`src/rtl/mac_tx_arbiter_if.sv`:
```
// Source-side and MAC-side AXI-stream bundle for the frame-level tx arbiter.
// The arbiter uses the slave view; the environment driving it uses master.
interface mac_tx_arbiter_if #(
   parameter int unsigned PORTS = 3
);
   logic [8*PORTS-1:0] s_tdata_in;
   logic [PORTS-1:0]   s_tvalid_in;
   logic [PORTS-1:0]   s_tready_out;
   logic [PORTS-1:0]   s_tlast_in;
   logic [7:0]         mac_tdata_out;
   logic               mac_tvalid_out;
   logic               mac_tready_in;
   logic               mac_tlast_out;
   logic [PORTS-1:0]   grant_out;
   logic               trunc_pulse_out;

   modport slave (
      input  s_tdata_in, s_tvalid_in, s_tlast_in, mac_tready_in,
      output s_tready_out, mac_tdata_out, mac_tvalid_out, mac_tlast_out,
      output grant_out, trunc_pulse_out
   );

   modport master (
      output s_tdata_in, s_tvalid_in, s_tlast_in, mac_tready_in,
      input  s_tready_out, mac_tdata_out, mac_tvalid_out, mac_tlast_out,
      input  grant_out, trunc_pulse_out
   );
endinterface

```
`src/rtl/mac_tx_arbiter.sv`:
```
// Round-robin frame arbiter: locks a source for a whole frame, forwards it with
// zero latency, cuts frames at MAX_FRAME bytes and drains the remainder.
module mac_tx_arbiter #(
   parameter int unsigned PORTS     = 3,
   parameter int unsigned MAX_FRAME = 1514
) (
   input  logic            logic_clk,
   input  logic            logic_rst,
   mac_tx_arbiter_if.slave bus
);
   localparam int unsigned IW = $clog2(PORTS);
   localparam int unsigned CW = 11;
   localparam logic [CW-1:0] CUT_AT  = CW'(MAX_FRAME - 1);
   localparam logic [CW-1:0] CNT_MAX = '1;

   typedef enum logic [1:0] {IDLE, PASS, DROP} state_t;

   state_t           state, state_nxt;
   logic [PORTS-1:0] grant, grant_nxt;
   logic [IW-1:0]    gidx, gidx_nxt;
   logic [IW-1:0]    last_grant, last_grant_nxt;
   logic [CW-1:0]    byte_cnt, byte_cnt_nxt;
   logic             trunc, trunc_nxt;

   logic [7:0]       sel_data;
   logic             sel_valid;
   logic             sel_last;
   logic             cut;
   logic             pick_found;
   logic [IW-1:0]    pick_idx;
   logic [IW-1:0]    cand;

   assign cut                 = (byte_cnt == CUT_AT);
   assign bus.grant_out       = grant;
   assign bus.trunc_pulse_out = trunc;

   // View of the currently granted source
   always_comb begin
      sel_data  = '0;
      sel_valid = 1'b0;
      sel_last  = 1'b0;
      for (int unsigned i = 0; i < PORTS; i++) begin
         if (gidx == IW'(i)) begin
            sel_data  = bus.s_tdata_in[8*i +: 8];
            sel_valid = bus.s_tvalid_in[i];
            sel_last  = bus.s_tlast_in[i];
         end
      end
   end

   // Rotating scan starting just after the previously served port
   always_comb begin
      pick_found = 1'b0;
      pick_idx   = last_grant;
      cand       = last_grant;
      for (int unsigned k = 1; k <= PORTS; k++) begin
         cand = IW'((32'(last_grant) + k) % PORTS);
         if (!pick_found && bus.s_tvalid_in[cand]) begin
            pick_found = 1'b1;
            pick_idx   = cand;
         end
      end
   end

   always_comb begin
      state_nxt          = state;
      grant_nxt          = grant;
      gidx_nxt           = gidx;
      last_grant_nxt     = last_grant;
      byte_cnt_nxt       = byte_cnt;
      trunc_nxt          = 1'b0;
      bus.s_tready_out   = '0;
      bus.mac_tdata_out  = '0;
      bus.mac_tvalid_out = 1'b0;
      bus.mac_tlast_out  = 1'b0;
      case (state)
         IDLE: begin
            if (pick_found) begin
               state_nxt    = PASS;
               gidx_nxt     = pick_idx;
               grant_nxt    = PORTS'(1) << pick_idx;
               byte_cnt_nxt = '0;
            end
         end
         PASS: begin
            bus.mac_tdata_out  = sel_data;
            bus.mac_tvalid_out = sel_valid;
            bus.mac_tlast_out  = sel_last | cut;
            bus.s_tready_out   = grant & {PORTS{bus.mac_tready_in}};
            if (sel_valid && bus.mac_tready_in) begin
               if (byte_cnt != CNT_MAX) byte_cnt_nxt = byte_cnt + CW'(1);
               // Source tlast wins over a coincident cut: normal end, no pulse
               if (sel_last) begin
                  state_nxt      = IDLE;
                  grant_nxt      = '0;
                  last_grant_nxt = gidx;
               end else if (cut) begin
                  state_nxt = DROP;
                  trunc_nxt = 1'b1;
               end
            end
         end
         DROP: begin
            bus.s_tready_out = grant;
            if (sel_valid && sel_last) begin
               state_nxt      = IDLE;
               grant_nxt      = '0;
               last_grant_nxt = gidx;
            end
         end
         default: state_nxt = IDLE;
      endcase
   end

   always_ff @(posedge logic_clk) begin
      if (logic_rst) begin
         state      <= IDLE;
         grant      <= '0;
         gidx       <= '0;
         last_grant <= IW'(PORTS - 1);
         byte_cnt   <= '0;
         trunc      <= 1'b0;
      end else begin
         state      <= state_nxt;
         grant      <= grant_nxt;
         gidx       <= gidx_nxt;
         last_grant <= last_grant_nxt;
         byte_cnt   <= byte_cnt_nxt;
         trunc      <= trunc_nxt;
      end
   end
endmodule
```
`src/flat_wrapper.sv`:
```
// flat-port wrapper written by rule: the top's interface ports become plain ports
module mac_tx_arbiter_flat 
#(
   parameter int unsigned PORTS     = 3,
   parameter int unsigned MAX_FRAME = 1514
)
  (logic_clk, logic_rst, bus_s_tdata_in, bus_s_tvalid_in, bus_s_tlast_in, bus_mac_tready_in, bus_s_tready_out, bus_mac_tdata_out, bus_mac_tvalid_out, bus_mac_tlast_out, bus_grant_out, bus_trunc_pulse_out);
  mac_tx_arbiter_if #(.PORTS(PORTS)) bus_i ();
  input  logic logic_clk;
  input  logic logic_rst;
  input wire logic [$bits(bus_i.s_tdata_in)-1:0] bus_s_tdata_in;
  input wire logic [$bits(bus_i.s_tvalid_in)-1:0] bus_s_tvalid_in;
  input wire logic [$bits(bus_i.s_tlast_in)-1:0] bus_s_tlast_in;
  input wire logic [$bits(bus_i.mac_tready_in)-1:0] bus_mac_tready_in;
  output wire logic [$bits(bus_i.s_tready_out)-1:0] bus_s_tready_out;
  output wire logic [$bits(bus_i.mac_tdata_out)-1:0] bus_mac_tdata_out;
  output wire logic [$bits(bus_i.mac_tvalid_out)-1:0] bus_mac_tvalid_out;
  output wire logic [$bits(bus_i.mac_tlast_out)-1:0] bus_mac_tlast_out;
  output wire logic [$bits(bus_i.grant_out)-1:0] bus_grant_out;
  output wire logic [$bits(bus_i.trunc_pulse_out)-1:0] bus_trunc_pulse_out;
  assign bus_i.s_tdata_in = bus_s_tdata_in;
  assign bus_i.s_tvalid_in = bus_s_tvalid_in;
  assign bus_i.s_tlast_in = bus_s_tlast_in;
  assign bus_i.mac_tready_in = bus_mac_tready_in;
  assign bus_s_tready_out = bus_i.s_tready_out;
  assign bus_mac_tdata_out = bus_i.mac_tdata_out;
  assign bus_mac_tvalid_out = bus_i.mac_tvalid_out;
  assign bus_mac_tlast_out = bus_i.mac_tlast_out;
  assign bus_grant_out = bus_i.grant_out;
  assign bus_trunc_pulse_out = bus_i.trunc_pulse_out;
  mac_tx_arbiter #(.PORTS(PORTS), .MAX_FRAME(MAX_FRAME)) u_core (.logic_clk(logic_clk), .logic_rst(logic_rst), .bus(bus_i));
endmodule
```
`config.mk`:
```
export PLATFORM = sky130hd
export DESIGN_NAME = mac_tx_arbiter_flat
export DESIGN_NICKNAME = d
export VERILOG_FILES = /design/src/rtl/mac_tx_arbiter_if.sv /design/src/rtl/mac_tx_arbiter.sv /design/src/flat_wrapper.sv
export SDC_FILE = /design/constraint.sdc
export NUM_CORES = 1
export LEC_CHECK = 0
export ABC_AREA = 1
export CORE_MARGIN = 3
export CORE_UTILIZATION = 37
export CTS_CLUSTER_DIAMETER = 50
export DETAILED_ROUTE_END_ITERATION = 16
export MAX_ROUTING_LAYER = met4
export PLACE_DENSITY_LB_ADDON = 0.05
export SLEW_MARGIN = 20
export SYNTH_ARGS = -nofsm -noshare
export SYNTH_HDL_FRONTEND = slang
export SYNTH_SLANG_ARGS = --single-unit
export TNS_END_PERCENT = 5
```
`constraint.sdc`:
```
create_clock -name logic_clk -period 3.5 [get_ports logic_clk]
set_input_delay 0.35 -clock logic_clk [delete_from_list [all_inputs] [get_ports logic_clk]]
set_output_delay 0.35 -clock logic_clk [all_outputs]
set_load 0.02 [all_outputs]
```
==> results.cfg, run 1 <==
[grt]
grt.total_usage = 0.1670
antenna_found_initial = 0
overflow = 0
grt_pass1_vias = 1782
grt_pass1_wl_um = 8480
grt_max_degree = 18

[clock_tree]
holdBufCountCts = 0
cts.clk_slew.worst_paths_ns = 0.09
h-tree-depth = 1
clock_latency_ns = 0.26
cts_tree = done
root_buffer = clkbuf_8
postCtsSetupBuffers = 0
cts_resized = 0
clkSinkCount = 21
numCtsBuffers = 3
cts_max_path_buffers = 2

[die]
dieArea_um2 = 6326
dieHeight_um = 79.54
core_area_um2 = 5172
start_util = 0.3868
die_x_um = 79.54
num_rows = 26
ioPinCount = 50

[synthesis]
synthFlopType = dfxtp_1
synthSimpleGateAreaFrac = 0.4972
synth_common_cells = 67 x nand2_1, 52 x nand3_1, 34 x inv_1
synth-seq-cells = 21
syn_area_um2 = 2001
synth.mux.area_fraction = 0
synth_top_area_frac = 0.2101
synthCells = 312
synth_edf_count = 0
synth_top_area_cell = dfxtp_1
ys_top_cells_by_area = dfxtp_1 21%, nand3_1 13%, nand2_1 13%
avgSynthCellArea_um2 = 6.412
synth_compound_area_frac = 0.08505
synth_xor_area_frac = 0.03064
ys_warn_count = 0
synth_fp_nets = 354
ys_seq_area_frac = 0.2101
async_flop_share = 0
synth.distinct_cells = 36
synth_most_common_cell = nand2_1
synth_top_family_by_area = simple AND/OR/NAND/NOR gates
synth_fa_ha_area_frac = 0.05629

[power]
p_switching_w = 0.0009185
vdd_drop_max_v = 0.0003724
power_density_nw_per_um2 = 669.0
power_frac_clock = 0.098
combPwrFrac = 0.698
leakage_nw = 1.088
p_sw_frac = 0.5403
total_power_w = 0.001700
p_seq_frac = 0.203
internal_power_w = 0.0007815

[place]
gp_congestion = 0.8303
dpl_cell_area_um2 = 2495
dp_hpwl_um = 3935
place.port_buffers = 49
dpl.cell_count = 419

[routing]
vias = 2083
wirelength_um = 5216
antenna_left = 0
drc = 0
viasPerCell = 4.924
dr.pass1.iters = 4
drt_iter0_markers = 104
wl_per_cell_um = 12.33

[sta]
fmax_mhz = 355.2
timing.final.crit_share = 0.8043
worst_pin_slew_ns = 0.7173
finalCriticalPeriod_ns = 2.815
clock_skew_ns = 0.002796
relSlewSlack = 0.5218
finalSetupTns_ns = 0
rsz0062_at_grt = no
hold_viol = 0
slew_violations = 0
setup_violations = 0

[setup_path]
critPathCaptureType = primary output
cp-start-kind = flip-flop
crit_type = flip-flop to primary output
reg2regPathDepth = 9
arrival_ns = 2.46
worstPathMaxFanout = 17
required_ns = 3.15

[hold_path]
whs_path_depth = 2
worstHoldPathType = flip-flop to flip-flop

[final_layout]
drive_above_1_share = 0.1246
area_growth_pct = 27.02
layout.cells.non_filler = 423
nNetsFinal = 396
diodes = 0
post-route-cell-area_um2 = 2541

[status]
status = completed

[run]
drv_cap = 0
-- cells by family (layout without fill, tap and decap cells) --
family,after synthesis,after routing
and+or+nand+nor,193,193
buffers and inverters,54,95
AOI/OAI and AO/OA,28,28
DFF,21,21
adders and majority gates,9,9
xor gates and xnor gates,7,7
-- metal layers --
layer,GRT usage,part of all wire
met5,-,0
met4,0.04467,0.0084
met3,0.02483,0.084
met2,0.2346,0.41
met1,0.2464,0.50
-- cell usage in the layout, fill, tap and decap left out, drive strengths merged --
| cell | count |
|---|---|
| o21ai | 8 |
| nand4 | 9 |
| xor2 | 5 |
| nor3 | 9 |
| o211ai | 2 |
| nand3b | 1 |
| ha | 9 |
| inv | 42 |
| xnor2 | 2 |
| nor4 | 1 |
| nand3 | 60 |
| nor2 | 35 |
| nor3b | 1 |
| dfxtp | 21 |
| o21bai | 1 |
| a21oi | 16 |
| clkdlybuf4s50 | 49 |
| clkbuf | 3 |
| clkinv | 1 |
| nand2 | 77 |
| o22ai | 1 |
-- flip-flops by register name, summed over array words and instances (netlist names) --
register	flops
u_core.state	2
u_core.bus.trunc_pulse_out	1
u_core.byte_cnt	11
u_core.bus.grant_out	3
u_core.last_grant	2
u_core.gidx	2
-- final timing paths --
kind                                          from            endpoint  slack, ns
worst max register to register      u_core.gidx[1]  u_core.byte_cnt[6]       1.35
worst min register to register  u_core.byte_cnt[7]  u_core.byte_cnt[7]       0.50
worst min-delay path            u_core.byte_cnt[7]  u_core.byte_cnt[7]       0.50
worst max-delay path               u_core.state[1]   bus_mac_tlast_out       0.69
-- metrics by stage --
stage,setup slack [ns],utilization,hold slack (ns)
floorplan,1.569,-,0.4656
global placement,1.018,0.4823,0.4844
detailed placement,0.9829,0.4823,0.4880
CTS,0.6375,0.4913,0.5019
global route,0.5316,0.4913,0.5088
finish,0.6851,0.4913,0.4962
-- power groups by stage --
stage | clock [W] | combinational, W | sequential (W)
after floorplan | 0 | 0.000955 | 0.000316
after global placement | 0 | 0.00118 | 0.000350
after global routing | 0.000180 | 0.00131 | 0.000355
final | 0.000167 | 0.00119 | 0.000346
after CTS | 0.000172 | 0.00119 | 0.000345
after detailed placement | 0 | 0.00118 | 0.000352
-- layout make-up --
type | count | area, um2
clock buffer | 3 | 41.29
multi-input combinational | 237 | 1339
fill | 519 | 2631
inverter | 42 | 157.7
tap | 70 | 87.58
clock inverter | 1 | 5.005
timing repair buffer | 49 | 490.5
sequential | 21 | 420.4
-- critical path, cell delays in order (launching register included) --
cell and delay (ns):
dfxtp_1 0.34, inv_1 0.08, ha_1 0.62, inv_1 0.30, a21oi_1 0.22, clkdlybuf4s50_1 0.63
Note: power is estimated with default switching activity, not from simulation.
==> run 2, diff against run 1 <==
clock period = 2.54 ns   (was 3.5 ns; I/O delays follow)
==> run 2 against run 1 <==
Compared with the run above:
- register-to-register slack got worse by 0.87 ns
- total power is 38% higher
- worst setup slack lost 0.39 ns
- sequential share of layout area about the same
- worst hold slack got worse by 0.0024 ns
- flip-flop and latch count unchanged
- sequential power grew 38%
- die area stayed put
- via count up 1.1%
- combinational power grew 38%
- non-clock buffer count up 2
- largest power group unchanged
==> results.cfg, run 2 (synthesis gave the netlist of run 1 again) <==
[die]
start_util = 0.3868
dieHeight_um = 79.54
num_rows = 26
ioPinCount = 50
die_x_um = 79.54
dieArea_um2 = 6326
core_area_um2 = 5172

[place]
dpl.cell_count = 421
gp_congestion = 0.8253
dp_slack_ns = 0.3477
place.port_buffers = 49
dp_hpwl_um = 3993

[setup_path]
crit_type = flip-flop to primary output
critPathCaptureType = primary output
cp-start-kind = flip-flop
r2r_slack_ns = 0.48
required_ns = 2.29
worstPathMaxFanout = 5
arrival_ns = 1.99
reg2regPathDepth = 10
r2r-end = u_core.state[0]
reg2reg_from = u_core.last_grant[0]

[grt]
met3_usage = 0.02822
busiest_layer = met2
grt_pass1_wl_um = 8569
grtUsageMet1 = 0.2346
antenna_found_initial = 0
grt_util_met2 = 0.2496
overflow = 0
grt_pass1_vias = 1876
grt_max_degree = 16
grt.total_usage = 0.1691

[sta]
hold_viol = 0
clock_skew_ns = 0.006182
setup_slack_ns = 0.2988
timing.final.crit_share = 0.8824
rsz0062_at_grt = no
finalSetupTns_ns = 0
setup_violations = 0
holdWs_ns = 0.4938
fmax_mhz = 446.2
slew_violations = 0
finalCriticalPeriod_ns = 2.241
worst_pin_slew_ns = 0.4686
relSlewSlack = 0.6866

[hold_path]
whs_path_depth = 2
worstHoldPathType = flip-flop to flip-flop
hp-start = u_core.bus.grant_out[0]
hold_end = u_core.bus.grant_out[0]

[clock_tree]
root_buffer = clkbuf_8
clkSinkCount = 21
clock_latency_ns = 0.26
cts_max_path_buffers = 2
h-tree-depth = 1
cts.clk_slew.worst_paths_ns = 0.07
postCtsSetupBuffers = 0
holdBufCountCts = 0
cts_tree = done
numCtsBuffers = 3
cts_resized = 0

[final_layout]
nNetsFinal = 398
drive_above_1_share = 0.1324
area_growth_pct = 27.96
final_cell_mix = 67 x nand2_1, 52 x nand3_1, 48 x clkdlybuf4s50_1
layout.cells.non_filler = 425
mostFrequentLayoutCell = nand2_1
largest_register = u_core.byte_cnt
largest_reg_flops = 11
diodes = 0

[run]
drv_cap = 0

[power]
leakage_nw = 1.113
combPwrFrac = 0.700
p_switching_w = 0.001251
internal_power_w = 0.001088
power_frac_clock = 0.096
vdd_drop_max_v = 0.0003832
p_sw_frac = 0.5349
power_density_nw_per_um2 = 913.7
total_power_w = 0.002339
p_seq_frac = 0.204

[routing]
wirelength_um = 5177
vias = 2105
viasPerCell = 4.953
drt_iter0_markers = 103
antenna_left = 0
drc = 0
dr.pass1.iters = 4
wl_per_cell_um = 12.18

[status]
status = completed
==> run 2: cell types whose count changed in the layout (fill, tap and decap cells not counted), sizes merged <==
| cell | delta |
|---|---|
| clkdlybuf4s50 | -1 |
| clkinv | -1 |
| clkbuf | +1 |
| dlymetal6s2s | +1 |
| buf | +2 |
==> run 2: area by class of cell <==
| cell class | instances | area, um2 |
|---|---|---|
| clock buffer | 4 | 45.04 |
| timing repair buffer | 51 | 508.0 |
| inverter | 42 | 157.7 |
| multi-input combinational | 237 | 1339 |
| fill | 552 | 2613 |
| tap | 70 | 87.58 |
| sequential | 21 | 422.9 |
==> run 2: power by group through the flow <==
stage,clock network [W],logic [W],registers (W)
finish,0.000224,0.00164,0.000478
global placement,0,0.00164,0.000479
global route,0.000248,0.00181,0.000489
detailed placement,0,0.00163,0.000482
CTS,0.000230,0.00164,0.000475
floorplan,0,0.00132,0.000436
==> run 2: how the worst max path moves through the flow <==
| stage | startpoint | to | depth (start not counted) |
|---|---|---|---|
| floorplan | u_core.state[1] | bus_s_tready_out[1] | 6 |
| global placement | bus_s_tvalid_in[1] | bus_mac_tvalid_out | 6 |
| detailed placement | u_core.gidx[1] | bus_mac_tlast_out | 6 |
| CTS | u_core.gidx[1] | bus_mac_tlast_out | 6 |
| global route | u_core.state[1] | bus_s_tready_out[1] | 5 |
| finish | u_core.state[0] | bus_s_tready_out[1] | 5 |
==> run 2: stage by stage <==
step	area (um2)	util
5_1_grt	2560	0.4949
2_1_floorplan	2001	-
3_5_place_dp	2510	0.4852
3_3_place_gp	2510	0.4852
4_1_cts	2555	0.4940
6_report	2560	0.4949
==> run 2: per-layer routing <==
| layer | up-vias | share of wire |
|---|---|---|
| li1 | 1100 | - |
| met1 | 937 | 0.50 |
| met2 | 59 | 0.42 |
| met3 | 9 | 0.065 |
| met4 | 0 | 0.014 |
| met5 | - | 0 |
==> run 2: critical path: stages (launching register included) <==
cell and delay [ns]:
dfxtp_1 0.38, inv_1 0.08, ha_1 0.39, inv_1 0.09, nor3_1 0.17, clkdlybuf4s50_1 0.63
==> run 3, diff against run 2 <==
SLEW_MARGIN = not set   (was 20)
==> results of run 3 <==
The final DEF is identical to that of run 2; final timing and power are the same.
